`src/rtl/tri_proj_unit.sv`:
```
// ---------------------------------------------------------------------------
// tri_proj_unit
//   Perspective projection of one homogeneous vertex: returns x/z and y/z as
//   IEEE-754 single floats (focal length 1.0). Two restoring mantissa
//   dividers share the z divisor and run in lockstep, one quotient bit per
//   cycle, so every vertex takes a fixed 26 edges from accept to result.
//
// Ports
//   clk_in       system clock, rising edge
//   rst_in       asynchronous active-low reset
//   coor_in[3:0] vertex {x, y, z, w}; w is ignored
//   valid_in     accept strobe, honoured only while idle
//   coor_out[1:0] {x/z, y/z}, held between results
//   valid_out    one-cycle pulse when coor_out is updated
// ---------------------------------------------------------------------------
module tri_proj_unit (
  input  logic        clk_in,
  input  logic        rst_in,
  input  logic [31:0] coor_in [3:0],
  input  logic        valid_in,
  output logic [31:0] coor_out [1:0],
  output logic        valid_out
);

  localparam logic [1:0] S_IDLE = 2'd0;
  localparam logic [1:0] S_DIV  = 2'd1;
  localparam logic [1:0] S_NORM = 2'd2;

  logic [1:0]  state_q, state_d;
  logic [4:0]  cnt_q, cnt_d;
  logic        sx_q, sx_d, sy_q, sy_d, sz_q, sz_d;
  logic [7:0]  ex_q, ex_d, ey_q, ey_d, ez_q, ez_d;
  logic [24:0] rx_q, rx_d, ry_q, ry_d;
  logic [23:0] mz_q, mz_d;
  logic [24:0] qx_q, qx_d, qy_q, qy_d;
  logic [31:0] ox_q, ox_d, oy_q, oy_d;
  logic        vo_q, vo_d;

  // w carries no information for this stage
  logic unused_w;
  assign unused_w = ^coor_in[0];

  // Mantissa with hidden bit; zero/denormal operands unpack to zero.
  function automatic logic [23:0] unpack_man(input logic [31:0] f);
    unpack_man = (f[30:23] == 8'd0) ? 24'd0 : {1'b1, f[22:0]};
  endfunction

  // Normalize one quotient and apply all special-value overrides.
  // Truncation: discarded quotient bits are simply dropped.
  function automatic logic [31:0] pack_result(
    input logic        s_n,
    input logic [7:0]  e_n,
    input logic        s_z,
    input logic [7:0]  e_z,
    input logic        any_nan,
    input logic [24:0] q
  );
    logic              sgn;
    logic signed [9:0] e;
    logic [22:0]       man;
    sgn = s_n ^ s_z;
    if (q[24]) begin
      man = q[23:1];
      e   = $signed({2'b00, e_n}) - $signed({2'b00, e_z}) + 10'sd127;
    end else begin
      man = q[22:0];
      e   = $signed({2'b00, e_n}) - $signed({2'b00, e_z}) + 10'sd126;
    end
    if (any_nan)                            pack_result = 32'h7fc00000;
    else if (e_z == 8'd0 && e_n == 8'd0)    pack_result = 32'h7fc00000;
    else if (e_z == 8'd0)                   pack_result = {sgn, 8'hff, 23'd0};
    else if (e_n == 8'd0)                   pack_result = {sgn, 31'd0};
    else if (e >= 10'sd255)                 pack_result = {sgn, 8'hff, 23'd0};
    else if (e <= 10'sd0)                   pack_result = {sgn, 31'd0};
    else                                    pack_result = {sgn, e[7:0], man};
  endfunction

  logic        ge_x, ge_y, any_nan;
  logic [24:0] sub_x, sub_y;

  always_comb begin
    state_d = state_q;
    cnt_d   = cnt_q;
    sx_d = sx_q; sy_d = sy_q; sz_d = sz_q;
    ex_d = ex_q; ey_d = ey_q; ez_d = ez_q;
    rx_d = rx_q; ry_d = ry_q; mz_d = mz_q;
    qx_d = qx_q; qy_d = qy_q;
    ox_d = ox_q; oy_d = oy_q;
    vo_d = 1'b0;

    ge_x  = rx_q >= {1'b0, mz_q};
    ge_y  = ry_q >= {1'b0, mz_q};
    sub_x = rx_q - {1'b0, mz_q};
    sub_y = ry_q - {1'b0, mz_q};
    any_nan = (ex_q == 8'hff) || (ey_q == 8'hff) || (ez_q == 8'hff);

    case (state_q)
      S_IDLE: begin
        if (valid_in) begin
          sx_d = coor_in[3][31]; ex_d = coor_in[3][30:23];
          sy_d = coor_in[2][31]; ey_d = coor_in[2][30:23];
          sz_d = coor_in[1][31]; ez_d = coor_in[1][30:23];
          rx_d = {1'b0, unpack_man(coor_in[3])};
          ry_d = {1'b0, unpack_man(coor_in[2])};
          mz_d = unpack_man(coor_in[1]);
          qx_d = 25'd0;
          qy_d = 25'd0;
          cnt_d   = 5'd0;
          state_d = S_DIV;
        end
      end
      S_DIV: begin
        // Remainder stays below mz < 2^24 after each step, so the left
        // shift never loses a significant bit.
        rx_d = ge_x ? {sub_x[23:0], 1'b0} : {rx_q[23:0], 1'b0};
        ry_d = ge_y ? {sub_y[23:0], 1'b0} : {ry_q[23:0], 1'b0};
        qx_d = {qx_q[23:0], ge_x};
        qy_d = {qy_q[23:0], ge_y};
        cnt_d = cnt_q + 5'd1;
        if (cnt_q == 5'd24) state_d = S_NORM;
      end
      S_NORM: begin
        ox_d = pack_result(sx_q, ex_q, sz_q, ez_q, any_nan, qx_q);
        oy_d = pack_result(sy_q, ey_q, sz_q, ez_q, any_nan, qy_q);
        vo_d = 1'b1;
        state_d = S_IDLE;
      end
      default: state_d = S_IDLE;
    endcase
  end

  always_ff @(posedge clk_in or negedge rst_in) begin
    if (!rst_in) begin
      state_q <= S_IDLE;
      cnt_q   <= 5'd0;
      sx_q <= 1'b0; sy_q <= 1'b0; sz_q <= 1'b0;
      ex_q <= 8'd0; ey_q <= 8'd0; ez_q <= 8'd0;
      rx_q <= 25'd0; ry_q <= 25'd0; mz_q <= 24'd0;
      qx_q <= 25'd0; qy_q <= 25'd0;
      ox_q <= 32'd0; oy_q <= 32'd0;
      vo_q <= 1'b0;
    end else begin
      state_q <= state_d;
      cnt_q   <= cnt_d;
      sx_q <= sx_d; sy_q <= sy_d; sz_q <= sz_d;
      ex_q <= ex_d; ey_q <= ey_d; ez_q <= ez_d;
      rx_q <= rx_d; ry_q <= ry_d; mz_q <= mz_d;
      qx_q <= qx_d; qy_q <= qy_d;
      ox_q <= ox_d; oy_q <= oy_d;
      vo_q <= vo_d;
    end
  end

  assign coor_out[1] = ox_q;
  assign coor_out[0] = oy_q;
  assign valid_out   = vo_q;

endmodule

```
`config.mk`:
```
export PLATFORM = sky130hd
export DESIGN_NAME = tri_proj_unit
export DESIGN_NICKNAME = d
export VERILOG_FILES = /design/src/rtl/tri_proj_unit.sv
export SDC_FILE = /design/constraint.sdc
export NUM_CORES = 1
export LEC_CHECK = 0
export CORE_AREA = 3 3 192 194
export DETAILED_ROUTE_END_ITERATION = 8
export DIE_AREA = 0 0 195 197
export PLACE_DENSITY = 0.61
export SKIP_LAST_GASP = 1
export SYNTH_ARGS = -nofsm -noshare
export SYNTH_HDL_FRONTEND = slang
export SYNTH_SLANG_ARGS = --single-unit
```
`constraint.sdc`:
```
create_clock -name clk_in -period 3.1 [get_ports clk_in]
set_input_delay 0.465 -clock clk_in [delete_from_list [all_inputs] [get_ports clk_in]]
set_output_delay 0.465 -clock clk_in [all_outputs]
set_load 0.005 [all_outputs]
```
==> out/results.tsv, run 1 <==
stage	metric	value	unit
status	outcome	complete, but fails checks	
status	violations	negative setup slack	
die	fp.dieW	195	um
critical_path	slowest_delay	0.38	ns
die	initial_utilization	39.7	%
timing	setup-violations-final	60	
timing	fmax	286	MHz
cts	clock-root-buffer	clkbuf_16	
critical_path	cp_slowest_cell	dfrtp_1	
critical_path	path_cells	inv_2, ha_4, nor2b_4, or3_4, nand2_4, ha_4, nand3b_1, and2_4, buf_6, xnor2_2, xnor2_1, nor2_1, nand2_1, a2111o_1, a21oi_2, nand4b_4, clkbuf_16, o21ai_2	
final_layout	n_antenna_cell	0	
grt	grt_overflow	0	
yosys	synth_cell_types	90	
final_layout	multi_input_area	8570	um2
grt	grt_max_degree	94	
placement	post-dp-hpwl	29.1	mm
critical_path	cp.arrival	3.93	ns
timing	rsz0062_at_grt	true	
die	dieArea	38400	um2
timing	clock_skew	0.0102	ns
yosys	synth.avg_cell_area	8.62	um2
timing	relSlewSlack	39.0	%
yosys	synth-edff-count	0	
yosys	syn_nets	1838	
yosys	yosysWarnings	0	
final_layout	finalNonFillerCells	2381	
grt	antenna_found_initial	0	
final_layout	nNetsFinal	2109	
drt	drt-total-wl	41.2	mm
yosys	syn_area	14100	um2
timing	timing.final.ws_setup	-0.397	ns
yosys	synthArstFlopShare	100	%
placement	portBuffers	163	
placement	gp_congestion	0.900	
final_layout	utilization	53.3	%
drt	drcViolationCount	0	
grt	grt_pass1_vias	12900	
critical_path	cp_common_cell	ha_4	
yosys	synth_flop_cell	dfrtp_1	
cts	cts_tree	yes	
drt	antenna_left	0	
cts	cts_max_level	1	
timing	finalMaxSlewViolations	0	
die	rows	69	
min_path	hold_path.class	in2reg	
cts	cts_buffer_depth	3	
drt	vias	13000	
timing	hold_viol	0	
final_layout	fillCellCount	3257	
final_layout	area_growth	34.3	%
die	chipHeight	197	um
timing	hold_ws	0.458	ns
placement	placed_cells	2302	
critical_path	end_kind	flip-flop	
timing	period_share	113	%
drt	avgViaCountPerCell	5.44	
cts	cts.sinks	223	
die	core_area	35400	um2
critical_path	critPathLaunchType	flip-flop	
cts	clock_latency	0.55	ns
cts	numCtsBuffers	27	
final_layout	regArea	5580	um2
critical_path	crit_required	3.53	ns
critical_path	critical_path_class	reg2reg	
drt	drt-wirelength-per-cell	17.3	um
timing	fin_crit	3.50	ns
grt	grt_pass1_wl	66.7	mm
die	pin_count	196	
drt	drt_first_pass_iters	5	
grt	grtUsageTotal	20.8	%
drt	drt_iter0_markers	958	
timing	worst_pin_slew	0.906	ns
run	timing.max_cap.violations	0	
critical_path	worstPathMaxFanout	7	
yosys	ys_ff_latch	223	
yosys	synth_cells	1631	
cts	path_clk_slew	0.06	ns
yosys	seq_area_frac_synth	39.7	%
final_layout	drive_gt1_share	18.8	%
==> cell families after synthesis <==
kind of cell	count (synthesis)	share of synthesized area, %
AO/OA/AOI/OAI	476	22.0
XOR/XNOR	58	3.62
adder cells (fa/ha/maj)	77	6.95
buffers and inverters	148	4.18
flip-flops	223	39.7
multiplexers	59	4.26
AND/OR/NAND/NOR	590	19.3
==> final timing paths <==
kind / depth (start not counted) / slack [ns] / from / to
min in group asynchronous: 2 / 0.52 / rst_in / oy_q[12]
worst max-delay path: 18 / -0.40 / ez_q[1] / ox_q[9]
worst max register to register: 18 / -0.40 / ez_q[1] / ox_q[9]
max in group asynchronous: 3 / 1.74 / rst_in / qx_q[4]
worst min register to register: 2 / 0.48 / ox_q[14] / ox_q[14]
worst min-delay path: 3 / 0.46 / coor_in[95] / sy_q
==> critical path, delay by kind of cell (launching register included) <==
family          cells  cell delay, ns
compound gates      3            0.53
flops               1            0.38
fa+ha+maj           2            0.34
buf+inv             3            0.43
xor+xnor            2            0.28
simple gates        8            1.41
==> cells in the mapped netlist, types with 20 or more instances <==
cell type / number / area share, %
a211oi_1: 25 / 1.3
a21o_1: 38 / 2.0
a21oi_1: 90 / 3.2
a31oi_1: 39 / 1.7
clkbuf_1: 68 / 1.8
dfrtp_1: 223 / 40
ha_1: 74 / 6.6
inv_1: 57 / 1.5
mux2i_1: 56 / 4.0
nand2_1: 299 / 8.0
nand3_1: 40 / 1.4
nor2_1: 85 / 2.3
nor3_1: 35 / 1.2
o21ai_0: 114 / 4.1
o21ai_1: 42 / 1.5
o21ai_2: 20 / 1.2
xnor2_1: 38 / 2.4
xor2_1: 20 / 1.2
==> cell usage in the layout (no fill, tap or decap), types with 31 or more instances in the layout <==
cell | synthesis | routed
o21ai_0 | 114 | 112
inv_1 | 57 | 52
o21ai_1 | 42 | 31
dfrtp_1 | 223 | 223
nand3_1 | 40 | 36
ha_1 | 74 | 67
mux2i_1 | 56 | 54
a21o_1 | 38 | 38
clkdlybuf4s50_1 | 0 | 162
nor2_1 | 85 | 85
a31oi_1 | 39 | 34
o21ai_2 | 20 | 31
a21oi_1 | 90 | 79
nand2_1 | 299 | 293
buf_4 | 2 | 141
xnor2_1 | 38 | 35
==> metal layers <==
metal  vias to the layer above  part of all wire (%)  global-route usage (%)
li1                       6369                     -                       -
met1                      6215                    45                    27.9
met2                       314                    48                    35.5
met3                        62                   4.5                    2.68
met4                         0                   3.0                    5.81
met5                         -                     0                       0
==> area by class of cell <==
cell class                      instances  share of cell area [%]
Timing Repair Buffer                  331                    16.3
Tap cell                              461                    3.06
Inverter                               59                    1.17
Sequential cell                       223                    29.6
Clock inverter                          7                   0.278
Multi-Input combinational cell       1260                    45.4
Clock buffer                           40                    4.26
==> what timing repair did <==
action	in CTS	in global routing
gates resized for setup	32	104
hold buffers	1	0
setup buffers	13	19
gates cloned	0	3
pin swaps	9	66
endpoints found under the setup margin	73	106
hold endpoints to repair	51	0
==> per-stage QoR <==
stage | area, um2 | TNS, ns | setup WS (ns)
after floorplan | 14100 | -2.87 | -0.121
after global placement | 17100 | -16.15 | -0.336
after detailed placement | 17100 | -19.68 | -0.422
after CTS | 18200 | -15.13 | -0.307
after global routing | 18900 | -30.34 | -0.563
final | 18900 | -19.58 | -0.397
==> state kept, by name, indices dropped and copies added (netlist names), 8 cells and up <==
name  cells
mz_q     24
ex_q      8
ry_q     25
ox_q     32
ez_q      8
rx_q     25
ey_q      8
qx_q     25
qy_q     25
oy_q     32
Power of run 1 is left out: the tool's default activity adds up to more than one toggle a clock period on the data nets, which glitch-free logic cannot reach.
==> run 2, diff against run 1 <==
Settings changed: HOLD_SLACK_MARGIN from default to 0.15.
==> results of run 2 <==
The final DEF is identical to that of run 1; final timing and power are the same.
Power of run 2 is left out for the same reason.
